--- src/rtl/video_timing_gen.sv ---
// Parametrised raster timing generator: syncs, active window, x/y and an
// incrementally computed address into an integer-downscaled framebuffer.
module video_timing_gen #(
  parameter int unsigned H_ACTIVE    = 640,
  parameter int unsigned H_FP        = 16,
  parameter int unsigned H_SYNC      = 96,
  parameter int unsigned H_BP        = 48,
  parameter int unsigned V_ACTIVE    = 480,
  parameter int unsigned V_FP        = 10,
  parameter int unsigned V_SYNC      = 2,
  parameter int unsigned V_BP        = 33,
  parameter int unsigned H_POL       = 0,
  parameter int unsigned V_POL       = 0,
  parameter int unsigned SCALE_SHIFT = 1
) (
  input  logic clk_i,
  input  logic reset_i,
  input  logic pix_ce_i,
  input  logic en_i,
  output logic hsync_o,
  output logic vsync_o,
  output logic video_en_o,
  output logic [$clog2(H_ACTIVE)-1:0] x_o,
  output logic [$clog2(V_ACTIVE)-1:0] y_o,
  output logic [$clog2((H_ACTIVE >> SCALE_SHIFT) * (V_ACTIVE >> SCALE_SHIFT))-1:0] fb_addr_o,
  output logic line_start_o,
  output logic frame_start_o,
  output logic running_o
);

  localparam int unsigned CW      = 16;
  localparam int unsigned H_TOTAL = H_ACTIVE + H_FP + H_SYNC + H_BP;
  localparam int unsigned V_TOTAL = V_ACTIVE + V_FP + V_SYNC + V_BP;
  localparam int unsigned XW      = $clog2(H_ACTIVE);
  localparam int unsigned YW      = $clog2(V_ACTIVE);
  localparam int unsigned FB_W    = H_ACTIVE >> SCALE_SHIFT;
  localparam int unsigned FB_H    = V_ACTIVE >> SCALE_SHIFT;
  localparam int unsigned AW      = $clog2(FB_W * FB_H);

  localparam logic [CW-1:0] H_LAST  = CW'(H_TOTAL - 1);
  localparam logic [CW-1:0] V_LAST  = CW'(V_TOTAL - 1);
  localparam logic [CW-1:0] H_ACT   = CW'(H_ACTIVE);
  localparam logic [CW-1:0] V_ACT   = CW'(V_ACTIVE);
  localparam logic [CW-1:0] HS_BEG  = CW'(H_ACTIVE + H_FP);
  localparam logic [CW-1:0] HS_END  = CW'(H_ACTIVE + H_FP + H_SYNC);
  localparam logic [CW-1:0] VS_BEG  = CW'(V_ACTIVE + V_FP);
  localparam logic [CW-1:0] VS_END  = CW'(V_ACTIVE + V_FP + V_SYNC);
  localparam logic [CW-1:0] SC_MASK = CW'((1 << SCALE_SHIFT) - 1);
  localparam logic [AW-1:0] FB_STEP = AW'(FB_W);
  localparam logic          HS_ON   = 1'(H_POL);
  localparam logic          VS_ON   = 1'(V_POL);

  localparam logic [1:0] ST_IDLE  = 2'd0;
  localparam logic [1:0] ST_RUN   = 2'd1;
  localparam logic [1:0] ST_DRAIN = 2'd2;

  logic [1:0]    state, state_nxt;
  logic [CW-1:0] h_cnt, v_cnt, h_nxt, v_nxt, h_adv, v_adv;
  logic [AW-1:0] line_base, line_base_nxt, fb_nxt;
  logic [XW-1:0] x_nxt;
  logic [YW-1:0] y_nxt;
  logic          active_nxt, vid_nxt, hs_nxt, vs_nxt, ls_nxt, fs_nxt;
  logic          frame_wrap;

  // State register, advanced only on pixel steps
  always_ff @(posedge clk_i or posedge reset_i) begin
    if (reset_i)       state <= ST_IDLE;
    else if (pix_ce_i) state <= state_nxt;
  end

  // Next position and every registered output derived from it
  always_comb begin
    state_nxt     = state;
    h_nxt         = h_cnt;
    v_nxt         = v_cnt;
    active_nxt    = 1'b0;
    frame_wrap    = (h_cnt == H_LAST) && (v_cnt == V_LAST);
    h_adv         = (h_cnt == H_LAST) ? '0 : h_cnt + CW'(1);
    v_adv         = v_cnt;
    if (h_cnt == H_LAST) v_adv = (v_cnt == V_LAST) ? '0 : v_cnt + CW'(1);

    case (state)
      ST_IDLE: begin
        if (en_i) begin
          state_nxt  = ST_RUN;
          h_nxt      = '0;
          v_nxt      = '0;
          active_nxt = 1'b1;
        end
      end
      ST_RUN: begin
        h_nxt      = h_adv;
        v_nxt      = v_adv;
        active_nxt = 1'b1;
        if (!en_i) state_nxt = ST_DRAIN;
      end
      ST_DRAIN: begin
        if (frame_wrap && !en_i) begin
          state_nxt = ST_IDLE;
          h_nxt     = '0;
          v_nxt     = '0;
        end else begin
          h_nxt      = h_adv;
          v_nxt      = v_adv;
          active_nxt = 1'b1;
          if (en_i) state_nxt = ST_RUN;
        end
      end
      default: begin
        state_nxt = ST_IDLE;
        h_nxt     = '0;
        v_nxt     = '0;
      end
    endcase

    vid_nxt = active_nxt && (h_nxt < H_ACT) && (v_nxt < V_ACT);
    hs_nxt  = (active_nxt && (h_nxt >= HS_BEG) && (h_nxt < HS_END)) ? HS_ON : ~HS_ON;
    vs_nxt  = (active_nxt && (v_nxt >= VS_BEG) && (v_nxt < VS_END)) ? VS_ON : ~VS_ON;
    ls_nxt  = active_nxt && (h_nxt == '0);
    fs_nxt  = ls_nxt && (v_nxt == '0);
    x_nxt   = vid_nxt ? XW'(h_nxt) : '0;
    y_nxt   = vid_nxt ? YW'(v_nxt) : '0;

    // Row base steps by one framebuffer row after each block of scaled lines
    line_base_nxt = line_base;
    if (ls_nxt) begin
      if (v_nxt == '0)
        line_base_nxt = '0;
      else if ((v_nxt < V_ACT) && ((v_nxt & SC_MASK) == '0))
        line_base_nxt = line_base + FB_STEP;
    end

    fb_nxt = fb_addr_o;
    if (vid_nxt) begin
      if (h_nxt == '0)                   fb_nxt = line_base_nxt;
      else if ((h_nxt & SC_MASK) == '0)  fb_nxt = fb_addr_o + AW'(1);
    end
  end

  // Counters and outputs, all held while pix_ce_i is low
  always_ff @(posedge clk_i or posedge reset_i) begin
    if (reset_i) begin
      h_cnt         <= '0;
      v_cnt         <= '0;
      line_base     <= '0;
      fb_addr_o     <= '0;
      x_o           <= '0;
      y_o           <= '0;
      video_en_o    <= 1'b0;
      hsync_o       <= ~HS_ON;
      vsync_o       <= ~VS_ON;
      line_start_o  <= 1'b0;
      frame_start_o <= 1'b0;
      running_o     <= 1'b0;
    end else if (pix_ce_i) begin
      h_cnt         <= h_nxt;
      v_cnt         <= v_nxt;
      line_base     <= line_base_nxt;
      fb_addr_o     <= fb_nxt;
      x_o           <= x_nxt;
      y_o           <= y_nxt;
      video_en_o    <= vid_nxt;
      hsync_o       <= hs_nxt;
      vsync_o       <= vs_nxt;
      line_start_o  <= ls_nxt;
      frame_start_o <= fs_nxt;
      running_o     <= (state_nxt != ST_IDLE);
    end
  end

endmodule

--- config.mk ---
export PLATFORM = sky130hd
export DESIGN_NAME = video_timing_gen
export DESIGN_NICKNAME = d
export VERILOG_FILES = /design/src/rtl/video_timing_gen.sv
export SDC_FILE = /design/constraint.sdc
export NUM_CORES = 1
export LEC_CHECK = 0
export ABC_AREA = 0
export BUFFER_PORTS_ARGS = -buffer_cell sky130_fd_sc_hd__buf_4
export CAP_MARGIN = 20
export CORE_ASPECT_RATIO = 0.6
export CORE_MARGIN = 3
export CORE_UTILIZATION = 57
export CTS_CLUSTER_SIZE = 20
export DETAILED_ROUTE_END_ITERATION = 12
export PLACE_DENSITY = 0.76
export SLEW_MARGIN = 15
export SYNTH_ARGS = -nofsm -noshare
export SYNTH_HDL_FRONTEND = slang
export SYNTH_SLANG_ARGS = --single-unit
--- constraint.sdc ---
create_clock -name clk_i -period 6.6 [get_ports clk_i]
set_input_delay 0.99 -clock clk_i [delete_from_list [all_inputs] [get_ports clk_i]]
set_output_delay 0.99 -clock clk_i [all_outputs]
set_load 0.01 [all_outputs]
==> results.toml, run 1 <==
[clock_tree]
cts_setup_buffers = 0
cts_buffer_depth = 2
clkSinkCount = 93
cts_tree = "done"
clk_pin_slew_ps = 70
cts-root-buf = "clkbuf_16"
worstSkewPairLatency_ps = 360
htree_levels = 3
cts_resized = 0
cts_inserted_buffers = 9
ctsHoldBuffers = 0

[critical_path]
cp_cell_sequence = "ha_1 > nand4_1 > or4_4 > a41oi_1 > a31oi_1 > nand3b_1 > or4_1 > buf_4 > nor4_4 > and3_1 > o21ai_0 > a22o_1"
cp-start-kind = "register"
cpPeakStageDelay_ps = 770
arrival_ps = 5200
crit_buf_inv = 1
cp_data_required_time_ps = 6850
crit_fanout = 41
end_kind = "register"
cp_slowest_cell = "or4_4"
critical_path_class = "register to register"
crit_family = "simple AND/OR/NAND/NOR gates"

[floorplan]
boundaryPins = 46
fp.dieW_um = 137
start_util = 0.592
core_region_area_sq_um = 9950
die_height_um = 84.7
die_area_sq_um = 11600
row_count = 28

[run_status]
status = "completed"

[grt]
grt_pass1_wl_um = 28900
overflow = 0
grt_usage = 0.320
grt_pass1_vias = 5236
grt_max_degree = 71
antenna_found_initial = 0

[final_layout]
num-fill-cells = 832
final_core_util = 0.656
drive_gt1_frac = 0.128
area_delta_synth_final_pct = 10.9
num-nets-final = 724
stdcell_area_sq_um = 6530
insertedDiodeCount = 0

[timing]
maxSlewHeadroom = 0.409
fin_worst_skew_ps = 11.1
worst_slew_pin_slew_ps = 886
fmax_ghz = 0.202
drv_slew = 0
period_minus_slack_ps = 4950
tns_ps = 0
fin_ws_ps = 1650
rsz0062_at_grt = "false"
setup_viol = 0
period_share = 0.751
hold_violations = 0

[power_and_ir_drop]
vdd_drop_max_uv = 222
powerDensity_nw_per_um2 = 324
power_mw = 2.12
leakage_nw = 2.77

[route]
drt_iter0_drc = 1043
postRouteAntennaNets = 0
drc = 0
wl_um = 17900
vias = 5896
dr.pass1.iters = 5
wl_per_cell_um = 21.0
avgViaCountPerCell = 6.90

[placement]
place_hpwl_um = 12500
place_ws_ps = 1840
place.port_buffers = 45
place.gp.congestion = 1.02
place_area_sq_um = 6230

[synth]
synthSimpleGateAreaFrac = 0.259
synth_top_family_by_area = "simple AND/OR/NAND/NOR gates"
async_reset_ff_frac = 1.00
ys_warn_count = 0
ys_types = 71
synth-edff-count = 0
synthMuxAreaShare = 0.0183
synth_xor_area_frac = 0.0179
synth-compound-area-share = 0.241
syn_area_per_cell_sq_um = 8.36
synthFlopType = "dfrtp_1"
ys_seq_area_frac = 0.396
ys_ff_latch = 93
syn-cell-area_sq_um = 5890
syn_nets = 713
netlist_instances = 704
synthAdderAreaFrac = 0.0106

[hold_path]
hp-class = "register to register"

[run]
maxCapViolations = 0
power by group:
part	internal, mW	leakage [nW]	switching, mW
clock network	0.267	0.140	0.252
registers	0.665	1.19	0.164
logic	0.277	1.44	0.489
logic make-up after synthesis:
logic type / count (synthesis)
fa+ha+maj: 5
flops: 93
buf+inv: 81
mux: 10
simple gates: 293
xor+xnor: 12
compound gates: 210
layout make-up:
cell class,count,area (sq um),share of cell area
multi-input cells,530,3230,0.495
clock buffers,10,229,0.0351
well taps,135,169,0.0259
repair buffers,53,398,0.0610
clock inverters,6,63.8,0.00978
inverters,28,108,0.0165
flip-flops and latches,93,2330,0.357
layer usage:
layer	GRT usage	routed length (um)	part of all wire
met1	0.530	8490	0.47
met2	0.400	7010	0.39
met3	0.0874	2150	0.12
met4	0.0833	278	0.015
met5	0	0	0
per-stage QoR:
| stage | hold slack (ps) | cells |
|---|---|---|
| global route | 512 | 855 |
| global placement | 472 | 839 |
| floorplan | 453 | 704 |
| detailed placement | 472 | 839 |
| CTS | 492 | 855 |
| finish | 494 | 855 |
Yosys cell counts, types with 6 or more instances:
master | n | share of area
a21oi_1 | 56 | 0.048
a221oi_1 | 6 | 0.0089
a31oi_1 | 12 | 0.013
and2_1 | 12 | 0.013
and3_1 | 15 | 0.016
and4_1 | 7 | 0.010
buf_2 | 6 | 0.0051
clkbuf_1 | 43 | 0.027
dfrtp_1 | 91 | 0.39
inv_1 | 28 | 0.018
mux2_2 | 6 | 0.011
nand2_1 | 74 | 0.047
nand3_1 | 30 | 0.026
nand4_1 | 14 | 0.015
nor2_1 | 61 | 0.039
nor3_1 | 20 | 0.017
nor4_1 | 16 | 0.017
o211ai_1 | 9 | 0.011
o21ai_0 | 29 | 0.025
o22ai_1 | 9 | 0.0096
o2bb2ai_1 | 23 | 0.034
or3_1 | 12 | 0.013
xnor2_1 | 9 | 0.013
state kept, by name (all words and copies together) (netlist names):
register       flops
fb_addr_o         17
line_base         17
h_cnt             16
v_cnt             16
x_o               10
y_o                9
state              2
frame_start_o      1
hsync_o            1
line_start_o       1
running_o          1
video_en_o         1
vsync_o            1
worst paths after layout:
| path | startpoint | endpoint | slack, ps | cells past startpoint |
|---|---|---|---|---|
| setup / recovery | h_cnt[0] | line_base[12] | 1650 | 12 |
| hold / removal | line_base[1] | line_base[1] | 490 | 1 |
| setup reg to reg | h_cnt[0] | line_base[12] | 1650 | 12 |
| hold reg to reg | line_base[1] | line_base[1] | 490 | 1 |
| max in group asynchronous | reset_i | x_o[6] | 4810 | 3 |
| min in group asynchronous | reset_i | line_base[6] | 590 | 2 |
placed cells by master (no fill, tap or decap), types with 19 or more instances in the layout:
cell / Yosys / final
nor3_1: 20 / 19
a21oi_1: 56 / 56
nand3_1: 30 / 30
o2bb2ai_1: 23 / 23
o21ai_0: 29 / 29
nor2_1: 61 / 60
inv_1: 28 / 27
buf_4: 0 / 53
nand2_1: 74 / 74
dfrtp_1: 91 / 91
Power figures use the tool's default switching activity.
==> run 2, diff against run 1 <==
Clock period 6.6 ns to 4.87 ns, I/O delays scaled along.
==> run 2 against run 1 <==
Final area up 1.5%; via count about the same; global-route usage is 0.070 points higher; hold slack worse by 28 ps; sequential power rose by 34%; core utilization grew 0.99 points; critical path type unchanged; first-iteration DRC count down 23%; die area stayed put.
==> results.toml, run 2 (synthesized netlist as in run 1, its figures left out) <==
[power_and_ir_drop]
p_switching_mw = 1.22
pwr-share-comb = 0.370
powerDensity_nw_per_um2 = 435
vdd_drop_max_uv = 229
power_frac_clock = 0.244
switching_share = 0.423
p_int_mw = 1.66
seq_power_share = 0.386
leakage_nw = 2.83
power_mw = 2.88

[timing]
setup_viol = 0
period_minus_slack_ps = 4540
fin_worst_skew_ps = 7.94
tns_ps = 0
rsz0062_at_grt = "false"
fin_ws_ps = 333
worst_slew_pin_slew_ps = 1150
fmax_ghz = 0.220
drv_slew = 0
whs_ps = 467
maxSlewHeadroom = 0.227
period_share = 0.932
hold_violations = 0

[route]
drc = 0
avgViaCountPerCell = 6.81
dr.pass1.iters = 5
drt_iter0_drc = 801
postRouteAntennaNets = 0
wl_per_cell_um = 20.8
wl_um = 18000
vias = 5899

[floorplan]
die_height_um = 84.7
die_area_sq_um = 11600
core_region_area_sq_um = 9950
start_util = 0.592
row_count = 28
fp.dieW_um = 137
boundaryPins = 46

[clock_tree]
clkSinkCount = 93
worstSkewPairLatency_ps = 350
cts-root-buf = "clkbuf_16"
cts_buffer_depth = 2
htree_levels = 3
cts_inserted_buffers = 9
clk_pin_slew_ps = 70
cts_tree = "done"

[placement]
place_hpwl_um = 12600
place_ws_ps = 356
place.port_buffers = 45
place.gp.congestion = 0.970

[critical_path]
cp_data_required_time_ps = 5100
arrival_ps = 4770
critical_path_class = "register to register"
crit_fanout = 40
cp-start-kind = "register"
reg2regPathDepth = 12
end_kind = "register"

[grt]
grt_max_degree = 65
overflow = 0
grt_usage = 0.321
antenna_found_initial = 0
grt_pass1_wl_um = 29100
grt_pass1_vias = 5261

[run]
maxCapViolations = 0

[run_status]
status = "completed"

[final_layout]
reg_top3 = "fb_addr_o: 17 flops, line_base: 17 flops"
num-fill-cells = 834
num-nets-final = 735
layout_common_cells = "dfrtp_1, nand2_1, buf_4, nor2_1, a21oi_1"
area_delta_synth_final_pct = 12.6
drive_gt1_frac = 0.142
final_common_cell = "dfrtp_1"
insertedDiodeCount = 0

[hold_path]
hp-class = "input port to async pin"
run 2: per-stage QoR:
| stage | instance area (sq um) | std cells | utilization |
|---|---|---|---|
| floorplan | 5890 | 704 | - |
| global placement | 6310 | 849 | 0.634 |
| detailed placement | 6310 | 849 | 0.634 |
| CTS | 6600 | 865 | 0.663 |
| global route | 6630 | 866 | 0.666 |
| finish | 6630 | 866 | 0.666 |
run 2: worst paths after layout:
check / startpoint / endpoint / slack (ps)
min in group clk_i: line_base[1] / line_base[1] / 490
min: reset_i / v_cnt[9] / 470
max reg2reg: h_cnt[1] / fb_addr_o[16] / 330
max: h_cnt[1] / fb_addr_o[16] / 330
max in group asynchronous: reset_i / h_cnt[0] / 3370
min reg2reg: line_base[1] / line_base[1] / 490
run 2: power groups by stage:
| stage | sequential (mW) | clock (mW) | combinational [mW] |
|---|---|---|---|
| 2_1_floorplan | 1.05 | 0 | 0.729 |
| 4_1_cts | 1.10 | 0.713 | 1.04 |
| 3_5_place_dp | 1.11 | 0 | 1.03 |
| 6_report | 1.11 | 0.701 | 1.07 |
| 3_3_place_gp | 1.10 | 0 | 1.01 |
| 5_1_grt | 1.13 | 0.742 | 1.17 |
run 2: repair_timing:
item | CTS | global route
endpoints found under the setup margin | 0 | 15
hold buffers | 0 | 0
resized for setup | 0 | 2
setup buffers | 0 | 1
run 2: layout make-up:
type	instances	area, sq um	area share
repair buffers	64	493	0.0744
clock inverters	6	63.8	0.00963
inverters	28	108	0.0162
clock buffers	10	229	0.0346
multi-input cells	530	3230	0.488
flip-flops and latches	93	2330	0.352
well taps	135	169	0.0255
run 2: metal layers:
metal	track usage	vias up	wire [um]
li1	-	2665	-
met1	0.530	2852	8500
met2	0.394	363	7030
met3	0.124	19	2320
met4	0.0462	0	130
met5	0	-	0
run 2: worst max-delay path, stage by stage (launching register included):
cell and delay, ps:
dfrtp_1 450, ha_1 340, nand4_1 330, or4_4 750
a31o_1 240, a21oi_1 280, nand2_1 120, or4_1 590
buf_4 300, nor2_1 240, and3_2 340, a21oi_1 80
a221o_1 350
==> run 3, diff against run 2 <==
Settings changed: CELL_PAD_IN_SITES_DETAIL_PLACEMENT from default to 0, CELL_PAD_IN_SITES_GLOBAL_PLACEMENT from default to 2, CORE_UTILIZATION 57 to 37, PLACE_DENSITY 0.76 to default, PLACE_DENSITY_LB_ADDON from default to 0.1, REMOVE_ABC_BUFFERS from default to 1.
==> run 3 against run 2 <==
Largest cell class unchanged; clock skew rose by 6.5 ps; critical path type unchanged; critical path depth down 1; largest power group unchanged; total power grew 1.5%; combinational power barely moved; highest routed layer unchanged; routed wire length is 10% higher; global-route usage decreased by 9.4 points; flip-flop and latch count unchanged; sequential power barely moved.
==> results.toml, run 3 (synthesized netlist as in run 1, its figures left out) <==
[clock_tree]
cts_buffer_depth = 2
cts_tree = "done"
htree_levels = 3
cts_inserted_buffers = 9
worstSkewPairLatency_ps = 360
clk_pin_slew_ps = 80
clkSinkCount = 93
cts-root-buf = "clkbuf_16"

[floorplan]
start_util = 0.381
core_region_area_sq_um = 15500
die_height_um = 104
fp.dieW_um = 169
boundaryPins = 46
row_count = 35
die_area_sq_um = 17500

[run]
maxCapViolations = 0

[power_and_ir_drop]
vdd_drop_max_uv = 172
leakage_nw = 2.85
powerDensity_nw_per_um2 = 434

[grt]
grt_pass1_wl_um = 31400
grt_usage = 0.227
globalRouteMet1Util = 0.405
antenna_found_initial = 0
grt_max_degree = 52
overflow = 0
grt_use_met3 = 0.0473
top_usage_layer = "met1"
grt_pass1_vias = 5202
gr-usage-met2 = 0.267

[final_layout]
insertedDiodeCount = 0
multi_input_area_sq_um = 3240
final_common_cell = "dfrtp_1"
layout_common_cells = "dfrtp_1, nand2_1, buf_4, nor2_1, a21oi_1"
register_area_sq_um = 2330
reg_top3 = "fb_addr_o: 17 flops, line_base: 17 flops"
num-nets-final = 739
stdcell_area_sq_um = 6730
area_delta_synth_final_pct = 14.4
num-fill-cells = 1543
drive_gt1_frac = 0.147

[placement]
place_area_sq_um = 6430
place_hpwl_um = 14400
place.gp.congestion = 0.934
place.port_buffers = 45

[run_status]
status = "completed"

[route]
avgViaCountPerCell = 6.05
postRouteAntennaNets = 0
wl_per_cell_um = 21.1
wl_um = 19800
dr.pass1.iters = 7
vias = 5675
drc = 0
drt_iter0_drc = 627

[timing]
hold_violations = 0
fmax_ghz = 0.218
maxSlewHeadroom = 0.378
period_minus_slack_ps = 4600
rsz0062_at_grt = "false"
tns_ps = 0
setup_viol = 0
worst_slew_pin_slew_ps = 928
drv_slew = 0
period_share = 0.944
fin_worst_skew_ps = 14.5

[hold_path]
hp-class = "register to register"

[critical_path]
cp-start-kind = "register"
crit_fanout = 13
cp_data_required_time_ps = 5100
arrival_ps = 4830
critical_path_class = "register to register"
end_kind = "register"
==> run 3: final timing paths <==
path                           from       endpoint  slack, ps  cells past startpoint
max                        h_cnt[0]  fb_addr_o[16]        270                     11
min                         hsync_o        hsync_o        490                      2
max reg2reg                h_cnt[0]  fb_addr_o[16]        270                     11
min reg2reg                 hsync_o        hsync_o        490                      2
max in group asynchronous   reset_i       h_cnt[1]       3340                      3
min in group asynchronous   reset_i      v_cnt[12]        500                      2
==> run 3: worst max-delay path: stages (launching register included) <==
cell and delay, ps:
dfrtp_1 460, ha_1 320, nand4_1 360, or4_4 750, nand4b_1 140, a21boi_1 430, nand4_1 220, or4_1 580
nor2_1 290, and3_1 450, a21oi_1 100, a221o_1 370
==> run 3: through the flow <==
step / util / hold WS [ps] / power [mW] / setup slack, ps / instances
CTS: 0.435 / 492 / 2.92 / 348 / 938
finish: 0.436 / 489 / 2.92 / 273 / 938
detailed placement: 0.416 / 473 / 2.19 / 357 / 922
global placement: 0.415 / 469 / 2.18 / 452 / 921
floorplan: - / 453 / 1.73 / 162 / 651
global route: 0.436 / 507 / 3.11 / 16.5 / 938
==> run 3: layout make-up <==
cell class | count | share of cell area
clock buffers | 10 | 0.0340
repair buffers | 68 | 0.0758
well taps | 203 | 0.0377
clock inverters | 6 | 0.00948
inverters | 28 | 0.0160
multi-input cells | 530 | 0.481
flip-flops and latches | 93 | 0.346
==> run 3: power breakdown <==
| group | leakage, nW | total [mW] | switching (mW) | internal (mW) |
|---|---|---|---|---|
| Clock | 0.140 | 0.721 | 0.358 | 0.363 |
| Sequential | 1.19 | 1.11 | 0.210 | 0.901 |
| Combinational | 1.52 | 1.09 | 0.687 | 0.405 |
==> run 3: layer usage <==
metal  vias up  wire [um]
met5         -          0
met4         0        157
met3        15       1400
met2       213       7070
met1      2769      11200
li1       2678          -
==> run 3: what timing repair did <==
item	in CTS	in global routing
hold endpoints to repair	0	0
resized for setup	0	2
setup endpoints to repair	0	13
hold buffers	0	0
buffers inserted	0	0
